File: config.mk
export PLATFORM = sky130hd
export DESIGN_NAME = headgen_microcode_seq
export DESIGN_NICKNAME = d
export VERILOG_FILES = /design/src/rtl/headgen_microcode_seq.sv
export SDC_FILE = /design/constraint.sdc
export NUM_CORES = 1
export LEC_CHECK = 0
export CAP_MARGIN = 20
export CORE_MARGIN = 2
export CORE_UTILIZATION = 30
export CTS_CLUSTER_DIAMETER = 50
export CTS_CLUSTER_SIZE = 30
export DETAILED_ROUTE_END_ITERATION = 8
export SYNTH_ARGS = -nofsm -noshare
export SYNTH_HDL_FRONTEND = slang
export SYNTH_SLANG_ARGS = --single-unit
File: constraint.sdc
create_clock -name clk -period 2.25 [get_ports clk]
set_input_delay 0.3375 -clock clk [delete_from_list [all_inputs] [get_ports clk]]
set_output_delay 0.3375 -clock clk [all_outputs]
set_load 0.02 [all_outputs]
File: src/rtl/headgen_microcode_seq.sv
// headgen_microcode_seq: upstream sequencer for the header-generator output mux.
// Holds a writable 9-bit microcode store (bit 8 = dyn/static select, bits 7:0 =
// static byte or dyn index in bits 1:0). An accepted start snapshots four
// dynamic bytes and streams HDR_LEN words over a valid/ready handshake.
// Optional build macro HEADGEN_SEQ_RUNTIME_LEN_EN adds hdr_len_in, a per-header
// length captured on the accepted start (0 rejects the start, values above the
// store depth saturate to the depth).
module headgen_microcode_seq #(
    parameter int HDR_LEN = 18,
    parameter int ADDR_W  = 5
) (
    input  logic              clk,
    input  logic              rst,
    input  logic              cfg_we,
    input  logic [ADDR_W-1:0] cfg_addr,
    input  logic [8:0]        cfg_data,
    output logic              cfg_err,
    input  logic              start,
    input  logic [7:0]        dyn_in_0,
    input  logic [7:0]        dyn_in_1,
    input  logic [7:0]        dyn_in_2,
    input  logic [7:0]        dyn_in_3,
`ifdef HEADGEN_SEQ_RUNTIME_LEN_EN
    input  logic [ADDR_W:0]   hdr_len_in,
`endif
    output logic [7:0]        dyn_hold_0,
    output logic [7:0]        dyn_hold_1,
    output logic [7:0]        dyn_hold_2,
    output logic [7:0]        dyn_hold_3,
    output logic [8:0]        microcode_out,
    output logic              out_valid,
    input  logic              out_ready,
    output logic              out_first,
    output logic              out_last,
    output logic              busy,
    output logic              done
);

    localparam int DEPTH = 1 << ADDR_W;

    typedef enum logic {
        IDLE = 1'b0,
        RUN  = 1'b1
    } state_t;

    state_t            state;
    logic [8:0]        store [DEPTH];
    logic [ADDR_W-1:0] ptr;
    logic [ADDR_W-1:0] ptr_next;
    logic [ADDR_W-1:0] last_idx;
    logic [ADDR_W-1:0] start_last;
    logic              zero_len;
    logic              beat;
    logic              write_ok;
    logic [8:0]        word0;
    logic [8:0]        word_next;

`ifdef HEADGEN_SEQ_RUNTIME_LEN_EN
    logic [ADDR_W:0]   len_sat;

    // Clamp the requested length to the store depth and derive the final index.
    always_comb begin
        len_sat    = (hdr_len_in > (ADDR_W+1)'(DEPTH)) ? (ADDR_W+1)'(DEPTH) : hdr_len_in;
        zero_len   = (hdr_len_in == '0);
        start_last = ADDR_W'(len_sat - 1'b1);
    end
`else
    // Fixed header length: the final word index is a constant.
    always_comb begin
        zero_len   = 1'b0;
        start_last = ADDR_W'(HDR_LEN - 1);
    end
`endif

    // Handshake decode and the two combinational store reads feeding microcode_out.
    always_comb begin
        ptr_next  = ptr + 1'b1;
        beat      = out_valid & out_ready;
        write_ok  = cfg_we & (state == IDLE);
        // A same-cycle write to address 0 must be visible in word 0.
        word0     = (write_ok && (cfg_addr == '0)) ? cfg_data : store[0];
        word_next = store[ptr_next];
    end

    // Microcode store: writable only while idle, never reset.
    always_ff @(posedge clk) begin
        if (write_ok) begin
            store[cfg_addr] <= cfg_data;
        end
    end

    // Sequencer FSM with registered outputs.
    always_ff @(posedge clk) begin
        if (rst) begin
            state         <= IDLE;
            ptr           <= '0;
            last_idx      <= '0;
            dyn_hold_0    <= '0;
            dyn_hold_1    <= '0;
            dyn_hold_2    <= '0;
            dyn_hold_3    <= '0;
            microcode_out <= '0;
            out_valid     <= 1'b0;
            out_first     <= 1'b0;
            out_last      <= 1'b0;
            busy          <= 1'b0;
            done          <= 1'b0;
            cfg_err       <= 1'b0;
        end else begin
            done    <= 1'b0;
            cfg_err <= cfg_we & (state == RUN);
            case (state)
                IDLE: begin
                    if (start) begin
                        if (zero_len) begin
                            // Empty header: nothing to stream, just signal completion.
                            done <= 1'b1;
                        end else begin
                            dyn_hold_0    <= dyn_in_0;
                            dyn_hold_1    <= dyn_in_1;
                            dyn_hold_2    <= dyn_in_2;
                            dyn_hold_3    <= dyn_in_3;
                            microcode_out <= word0;
                            out_valid     <= 1'b1;
                            out_first     <= 1'b1;
                            out_last      <= (start_last == '0);
                            ptr           <= '0;
                            last_idx      <= start_last;
                            busy          <= 1'b1;
                            state         <= RUN;
                        end
                    end
                end
                RUN: begin
                    if (beat) begin
                        if (ptr == last_idx) begin
                            out_valid <= 1'b0;
                            out_first <= 1'b0;
                            out_last  <= 1'b0;
                            busy      <= 1'b0;
                            done      <= 1'b1;
                            state     <= IDLE;
                        end else begin
                            microcode_out <= word_next;
                            ptr           <= ptr_next;
                            out_first     <= 1'b0;
                            out_last      <= (ptr_next == last_idx);
                        end
                    end
                end
                default: state <= IDLE;
            endcase
        end
    end

endmodule

==> results.md, run 1 <==
- Final Max Slew Viols: 0
- Final net count: 1112
- Power Total: 13.1 mW
- Grt ovf: 0
- Synthesized area per cell: 15.5 sq um
- Sequential area share after synthesis: 0.725
- R2r worst-path depth: 7
- First-pass GRT wire length: 51000 um
- CTS sink count: 341
- #FFs+latches synth: 341
- Initial DRC Count: 849
- Hold WC Path Type: primary input to flop
- DR vias/cell: 4.95
- Vias in the first global route: 8148
- Arrival time of the worst setup path: 2670 ps
- Post-Route WL: 34600 um
- Main combinational cell family by area after synthesis: multiplexers
- CP max stage cell: dfxtp_1
- CP endpoint kind: flop
- Worst-path maximum fanout: 7
- Max cap viols: 0
- Setup CP Type: flop to flop
- Initial core utilization: 0.303
- Startpoint class of the critical path: flop
- Post-synthesis mux area share: 0.107
- DR vias: 8302
- Final Cell Area: 0.0170 sq mm
- Chip height: 215 um
- R2r setup slk: 60 ps
- RSZ-0062 raised after global routing: true
- Final ANT Viol Nets: 0
- Synth top area cells: edfxtp_1 (65%), dfxtp_1 (7.9%), mux4_2 (7.7%), nand2_1 (4.0%), mux2i_1 (2.9%)
- Buffers on Ports: 97
- Dpl hpwl: 22900 um
- Largest net degree at the start of global routing: 36
- Longest Clk Path Bufs: 3
- Yosys top cell area share: 0.646
- CTS tree: yes
- CP max stage delay: 370 ps
- Synth Flop Type: edfxtp_1
- Worst-Skew Late Latency: 610 ps
- CP required: 2740 ps
- Clock Skews: 34.5 ps
- Final Cycle Share: 0.972
- Headroom to the max-slew limit: 0.553
- Reg clk slew, reported paths: 70 ps
- EDFF count, synth: 288
- Initial antenna violation count: 1
- Hold path depth: 2
- Io pins: 98
- Cell mode on critical path: nand3_1
- Leakage: 5.45 nW
- DIE WIDTH: 215 um
- Core footprint: 0.0441 sq mm
- Post-Synthesis Cells: 863
- Synth cell types: 43
- Num rows: 77
- Asr flop ratio synth: 0
- Leading area contributor after synthesis: edfxtp_1
- Routed WL per cell: 20.7 um
- Commonest cells post-synth: edfxtp_1 (288), nand2_1 (144), dfxtp_1 (53)
- Routability cong.: 0.868
- Share of layout cells above drive strength 1: 0.218
- P per Cell Area: 771 mW/mm^2
- Hold-fix buffers at CTS: 0
- # setup viols final: 0
- Netlist Area Pre-Place: 0.0134 sq mm
- Status: finished clean
- Xor and xnor area share after synthesis: 0.00449
- Post-synthesis compound-gate area fraction: 0.0567
- Final Hold Fails: 0
- Max VDD drop: 0.651 mV
- Post-Synth Simple-Gate Area: 0.0864
- Count leader, synth: edfxtp_1
- Area Growth Syn to Fin: 27.1%
- CTS buffer count: 31
- Actual slew at the worst max-slew pin: 671 ps
- Die Area: 0.0463 sq mm
- Synth warnings: 0
- Drt pass-1 iters: 6
- Synth Area in Adders: 0.000935
- Minimum clock period: 2190 ps
- DP Area: 0.0158 sq mm
- DRC: 0
- Post-Syn Nets: 915
- Max Clk Rate: 457 MHz
- GRT Util Overall: 0.146
- Cell Chain, Critical Path: ha_4 > nand3_1 > xnor2_4 > nand3_1 > buf_4 > o22a_1 > a311oi_1
- Diode count: 0
- Clock root cell: clkbuf_16
- CTS H-tree depth: 1
-- metal layers --
layer  part of all wire  GRT usage  wire length, um  vias to the layer above
li1                   -          -                -                     3739
met1               0.43      0.198            14800                     4161
met2               0.46      0.232            15900                      340
met3              0.088     0.0372             3040                       60
met4              0.026     0.0432              909                        2
met5            0.00038          0               13                        -
-- state kept, by name (all words and copies together) (netlist names) --
| name | cells |
|---|---|
| dyn_hold_3 | 8 |
| store | 288 |
| microcode_out | 9 |
| busy | 1 |
| state | 1 |
| cfg_err | 1 |
| dyn_hold_2 | 8 |
| dyn_hold_0 | 8 |
| dyn_hold_1 | 8 |
| ptr | 5 |
| done | 1 |
| out_last | 1 |
| out_first | 1 |
| last_idx | 1 |
-- what timing repair did --
item	4_1_cts	5_1_grt
setup endpoints to repair	3	8
setup buffers	0	2
gates cloned	1	1
gates resized for setup	6	8
-- power by group --
part	internal (mW)	total [mW]	switching, mW
registers	6.92	6.97	0.0497
clock network	2.84	5.43	2.59
logic	0.301	0.722	0.420
total	10.1	13.1	3.06
-- final timing paths --
kind	startpoint	to
min	rst	out_first$_SDFFE_PP0P_
min reg2reg	dyn_hold_0[3]$_SDFFE_PP0P_	dyn_hold_0[3]$_SDFFE_PP0P_
max	ptr[1]$_SDFFE_PP0P_	microcode_out[4]$_SDFFE_PP0P_
max reg2reg	ptr[1]$_SDFFE_PP0P_	microcode_out[4]$_SDFFE_PP0P_
-- worst max-delay path, delay by kind of cell (launching register included) --
family / cells / cell delay [ps]
xor gates and xnor gates: 1 / 330
buffers and inverters: 1 / 230
DFF: 1 / 370
adders and majority gates: 1 / 180
AOI/OAI and AO/OA: 2 / 520
and+or+nand+nor: 2 / 450
-- metrics by stage --
stage | hold WS [ps] | cells | util | setup slack [ps] | setup TNS (ps)
global placement | 441 | 1615 | 0.358 | -240 | -8190
detailed placement | 446 | 1615 | 0.358 | -268 | -9290
global route | 283 | 1677 | 0.386 | -30.2 | -92.6
floorplan | 436 | 863 | - | 60.7 | 0
finish | 268 | 1677 | 0.386 | 61.9 | 0
CTS | 231 | 1674 | 0.384 | 5.24 | 0
-- final cells by class --
class / count / area (sq um)
Clock buffer: 36 / 848
Tap cell: 592 / 741
Inverter: 1 / 3.75
Multi-Input combinational cell: 472 / 3520
Clock inverter: 22 / 223
Fill cell: 4181 / 27100
Sequential cell: 341 / 9710
Timing Repair Buffer: 213 / 1970
-- cells by family after synthesis --
kind of cell,Yosys count
xor gates and xnor gates,6
buffers and inverters,50
adders and majority gates,1
DFF,341
muxes,86
AOI/OAI and AO/OA,114
and+or+nand+nor,265
-- layout by cell type, fill, tap and decap left out, types with 7 or more instances in the layout --
cell,count
buf_12,7
nand4_1,8
a311oi_1,15
buf_4,106
clkbuf_16,34
mux4_2,46
dfxtp_1,52
edfxtp_1,288
nand3_1,33
nand2_1,144
o21ai_0,11
a21oi_1,47
a22oi_1,8
a32oi_1,12
nor2_1,49
clkdlybuf4s50_1,96
nor3_1,7
mux2i_1,39
Power figures use the tool's default switching activity.
==> run 2, diff against run 1 <==
Clock period 2.25 ns to 2.35 ns, I/O delays scaled along.
==> run 2 against run 1 <==
Die area unchanged; non-clock buffer count shrank 16; routed wire length shrank 2.8%; clock power barely moved; via count down 2.4%; final cell count fell by 0.95%; register-to-register slack improved by 20 ps; final area down 0.88%; core utilization down 0.34 points; count of clock-buffer cells in the layout fell by 4; clock skew fell by 5.5 ps; combinational power shrank 6.6%; critical endpoint is now microcode_out[8]$_SDFFE_PP0P_; largest power group unchanged.
==> results.md, run 2 (synthesis results as in run 1) <==
- DR vias/cell: 4.88
- Setup CP Type: flop to flop
- Final Core Density: 0.382
- Final Hold Fails: 0
- Status: finished clean
- Reg clk slew, reported paths: 70 ps
- Startpoint class of the critical path: flop
- Flop pwr share: 0.523
- Max Clk Rate: 440 MHz
- DRC: 0
- Int Pwr: 9.80 mW
- Share of layout cells above drive strength 1: 0.206
- Initial antenna violation count: 1
- First-pass GRT wire length: 50500 um
- DIE WIDTH: 215 um
- Number of flip-flops in the largest register: 288
- Longest Clk Path Bufs: 3
- Final Max Slew Viols: 0
- Leakage: 5.37 nW
- CTS sink count: 341
- Power Total: 12.8 mW
- GRT Util Overall: 0.143
- Clk pwr share: 0.424
- CP max stage cell: a2111oi_1
- Cell Chain, Critical Path: ha_4 > buf_12 > mux4_2 > nand2_1 > a2111oi_1 > a2111oi_0 > a311oi_1
- CTS H-tree depth: 1
- Headroom to the max-slew limit: 0.534
- Largest net degree at the start of global routing: 39
- Final net count: 1096
- Worst-path maximum fanout: 25
- Io pins: 98
- CP required: 2840 ps
- Clock Skews: 29.0 ps
- DR vias: 8106
- Final Cycle Share: 0.967
- Routed WL per cell: 20.3 um
- Num rows: 77
- Core footprint: 0.0441 sq mm
- Commonest non-fill, non-tap cells in the layout: edfxtp_1 (288), nand2_1 (144), clkdlybuf4s50_1 (96)
- Initial core utilization: 0.303
- Minimum clock period: 2270 ps
- Die Area: 0.0463 sq mm
- Area Growth Syn to Fin: 26.0%
- Dpl hpwl: 22500 um
- CP max stage delay: 500 ps
- Arrival time of the worst setup path: 2760 ps
- Vias in the first global route: 8144
- Max VDD drop: 0.664 mV
- Diode count: 0
- CTS tree: yes
- # setup viols final: 0
- Grt ovf: 0
- Top reg by flops: store
- Switching Share: 0.232
- Final ANT Viol Nets: 0
- Gate power share: 0.053
- Routability cong.: 0.861
- Initial DRC Count: 621
- Buffers on Ports: 97
- Hold WC Path Type: primary input to flop
- Max cap viols: 0
- Actual slew at the worst max-slew pin: 698 ps
- Drt pass-1 iters: 5
- Clock root cell: clkbuf_16
- Post-Route WL: 33700 um
- Top Family by Delay on Critical Path: compound AO/OA/AOI/OAI gates
- CTS buffer count: 31
- Top flop regs: store: 288 flops, microcode_out: 9 flops
- RSZ-0062 raised after global routing: true
- Chip height: 215 um
- Worst-Skew Late Latency: 610 ps
- Switching power: 2.96 mW
- Commonest non-fill, non-tap cell in the layout: edfxtp_1
- P per Cell Area: 756 mW/mm^2
- CP endpoint kind: flop
- WP buf/inv: 1
## run 2: cell count changes in the layout (fill, tap and decap cells not counted), moves of 3 or more
cell	before	now
bufinv_16	0	3
a2111oi_0	0	3
buf_4	106	93
clkinv_8	2	6
clkinv_4	2	6
a2111oi_2	4	1
inv_4	3	0
clkbuf_16	34	31
## run 2: layout make-up
type / count / area (sq um)
Tap cell: 592 / 741
Clock buffer: 32 / 779
Inverter: 1 / 3.75
Timing Repair Buffer: 197 / 1790
Sequential cell: 341 / 9710
Multi-Input combinational cell: 472 / 3490
Clock inverter: 26 / 347
Fill cell: 4189 / 27300
## run 2: power groups by stage
stage          Sequential, mW  Clock [mW]  Combinational, mW
2_1_floorplan            6.85           0              0.203
6_report                 6.67        5.41              0.674
3_3_place_gp             6.80           0              0.664
5_1_grt                  6.68        5.74              0.723
3_5_place_dp             6.81           0              0.674
4_1_cts                  6.67        5.53              0.678
## run 2: what timing repair did
item                                    in CTS  in global routing
pin swaps                                    0                  0
setup buffers                                0                  0
hold buffers                                 0                  0
endpoints found under the setup margin       8                  8
gates resized for setup                      5                  7
## run 2: worst reg2reg max path: cells and delay by family (launching register included)
kind            cells  cell delay, ps
mux                 1             250
buf+inv             1             230
simple gates        1              80
compound gates      3             910
flops               1             360
fa+ha+maj           1             370
## run 2: path summary, 6_finish.rpt
kind | from | to | slack (ps) | depth (start not counted)
worst max-delay path | ptr[0]$_SDFFE_PP0P_ | microcode_out[8]$_SDFFE_PP0P_ | 80 | 7
worst min-delay path | rst | out_first$_SDFFE_PP0P_ | 260 | 2
worst max register to register | ptr[0]$_SDFFE_PP0P_ | microcode_out[8]$_SDFFE_PP0P_ | 80 | 7
worst min register to register | dyn_hold_0[1]$_SDFFE_PP0P_ | dyn_hold_0[1]$_SDFFE_PP0P_ | 450 | 2
## run 2: metrics by stage
stage | setup slack (ps) | cells | area (sq um) | setup TNS [ps] | hold WS (ps)
5_1_grt | -55.9 | 1661 | 16900 | -109 | 291
6_report | 78.4 | 1661 | 16900 | 0 | 262
2_1_floorplan | 57.9 | 863 | 13400 | 0 | 451
3_5_place_dp | -228 | 1603 | 15700 | -5660 | 446
4_1_cts | 10.1 | 1661 | 16800 | 0 | 224
3_3_place_gp | -170 | 1603 | 15700 | -6010 | 442
## run 2: metal layers
metal	routed length (um)	GRT usage	part of all wire
met1	14400	0.194	0.43
met2	15700	0.228	0.46
met3	2680	0.0343	0.080
met4	891	0.0434	0.026
met5	12	0	0.00036
==> run 3, diff against run 2 <==
Settings changed: GPL_ROUTABILITY_DRIVEN set to 1, REMOVE_ABC_BUFFERS set to 1.
==> run 3 against run 2 <==
Core utilization up 0.38 points; first-iteration DRC count grew 8.9%; sequential power barely moved; clock skew up 12 ps; die area unchanged; via count up 1.5%; global-route usage grew 0.51 points; sequential share of layout area decreased by 0.57 points; critical endpoint is now microcode_out[7]$_SDFFE_PP0P_; largest cell class unchanged; largest power group unchanged; highest routed layer is now met4.
==> results.md, run 3 (synthesis results as in run 1) <==
- CP required: 2780 ps
- RSZ-0062 raised after global routing: true
- Number of flip-flops in the largest register: 288
- FF/Latch Area: 0.00971 sq mm
- Largest net degree at the start of global routing: 36
- Final Cycle Share: 0.961
- Hold-fix buffers at CTS: 0
- Top Family by Delay on Critical Path: buffers and inverters
- Dpl hpwl: 23300 um
- Commonest non-fill, non-tap cell in the layout: edfxtp_1
- # setup viols final: 0
- Top flop regs: store: 288 flops, microcode_out: 9 flops
- Multi-input gate area: 0.00350 sq mm
- Reg clk slew, reported paths: 60 ps
- Chip height: 215 um
- Die Area: 0.0463 sq mm
- Io pins: 98
- CTS H-tree depth: 2
- CP endpoint kind: flop
- Drt pass-1 iters: 7
- DR vias/cell: 4.92
- Vias in the first global route: 8184
- DRC: 0
- Final ANT Viol Nets: 0
- Worst setup margin: 92.2 ps
- DP Area: 0.0158 sq mm
- Final Hold Fails: 0
- Final Cell Area: 0.0170 sq mm
- Headroom to the max-slew limit: 0.504
- DR vias: 8231
- Placed cells: 1612
- Arrival time of the worst setup path: 2690 ps
- Setup CP Type: flop to flop
- Routed WL per cell: 20.5 um
- Max Clk Rate: 443 MHz
- Worst-Skew Late Latency: 560 ps
- Status: finished clean
- Longest Clk Path Bufs: 3
- Cell Chain, Critical Path: buf_4 > buf_6 > nand3_1 > xnor2_2 > nand3_1 > buf_4 > o221a_2 > a311oi_1
- Actual slew at the worst max-slew pin: 744 ps
- Final net count: 1109
- Post-Route WL: 34300 um
- Grt ovf: 0
- Clock root cell: clkbuf_16
- WP buf/inv: 3
- Final Max Slew Viols: 0
- P per Cell Area: 764 mW/mm^2
- CP max stage cell: dfxtp_4
- Diode count: 0
- Top reg by flops: store
- Worst-path maximum fanout: 12
- Share of layout cells above drive strength 1: 0.218
- Pre-CTS setup slack: -199 ps
- Non-Filler Instances: 1674
- CP max stage delay: 360 ps
- Commonest non-fill, non-tap cells in the layout: edfxtp_1 (288), nand2_1 (144), buf_4 (101)
- Max VDD drop: 0.497 mV
- CTS buffer count: 34
- Startpoint class of the critical path: flop
- Hold WC Path Type: primary input to flop
- Initial core utilization: 0.303
- Num rows: 77
- Leakage: 5.48 nW
- Core footprint: 0.0441 sq mm
- GRT Util Overall: 0.148
- CTS tree: yes
- Initial DRC Count: 676
- Minimum clock period: 2260 ps
- First-pass GRT wire length: 51800 um
- Buffers on Ports: 97
- Area Growth Syn to Fin: 27.3%
- Max cap viols: 0
- Clock Skews: 40.8 ps
- CTS sink count: 341
- DIE WIDTH: 215 um
- Initial antenna violation count: 0
- Routability cong.: 0.870
- # fillers: 4152
[run 3: changes by cell type in the layout (fill, tap and decap cells not counted), sizes merged]
cell	before	now
bufinv	3	1
inv	7	11
clkbuf	32	39
buf	101	111
clkinv	16	11
clkinvlp	1	0
[run 3: path summary, 6_finish.rpt]
path | endpoint | depth (start not counted) | slack (ps) | startpoint
worst min-delay path | dyn_hold_2[2]$_SDFFE_PP0P_ | 3 | 370 | dyn_in_2[2]
worst min register to register | dyn_hold_3[1]$_SDFFE_PP0P_ | 2 | 450 | dyn_hold_3[1]$_SDFFE_PP0P_
worst max-delay path | microcode_out[7]$_SDFFE_PP0P_ | 8 | 90 | ptr[0]$_SDFFE_PP0P_
worst max register to register | microcode_out[7]$_SDFFE_PP0P_ | 8 | 90 | ptr[0]$_SDFFE_PP0P_
[run 3: power breakdown]
part           leakage, nW  internal, mW  switching (mW)
Combinational         1.87         0.282           0.396
Clock                0.580          3.05            2.61
Sequential            3.03          6.62          0.0522
[run 3: layout make-up]
cell class              count  area share
flip-flops and latches    341       0.570
multi-input cells         472       0.206
repair buffers            207       0.111
clock buffers              39      0.0528
well taps                 592      0.0435
clock inverters            22      0.0170
inverters                   1    0.000220
[run 3: worst register-to-register path, stage by stage, from the launching register on]
cell and delay (ps):
dfxtp_4 360, buf_4 200, buf_6 200, nand3_1 190, xnor2_2 350, nand3_1 120, buf_4 200, o221a_2 300
a311oi_1 250
[run 3: metrics by stage]
stage | util | power (mW) | hold slack [ps] | TNS, ps
final | 0.386 | 13.0 | 371 | 0
after global routing | 0.386 | 13.4 | 378 | -42.3
after CTS | 0.385 | 13.2 | 346 | 0
after detailed placement | 0.357 | 7.49 | 447 | -1350
after global placement | 0.357 | 7.48 | 441 | -1090
after floorplan | - | 7.03 | 422 | -57760
[run 3: per-layer routing]
layer | share of wire | GRT usage | wire, um | vias up
met1 | 0.45 | 0.210 | 15400 | 4117
li1 | - | - | - | 3729
met2 | 0.45 | 0.229 | 15400 | 327
met3 | 0.077 | 0.0327 | 2650 | 58
met4 | 0.024 | 0.0430 | 813 | 0
met5 | 0 | 0 | 0 | -
[run 3: repair_timing]
item,4_1_cts,5_1_grt
resized for setup,5,10
endpoints found under the hold margin,0,0
cloned,0,0
endpoints found under the setup margin,10,6
setup buffers,1,0
pin swaps,0,1
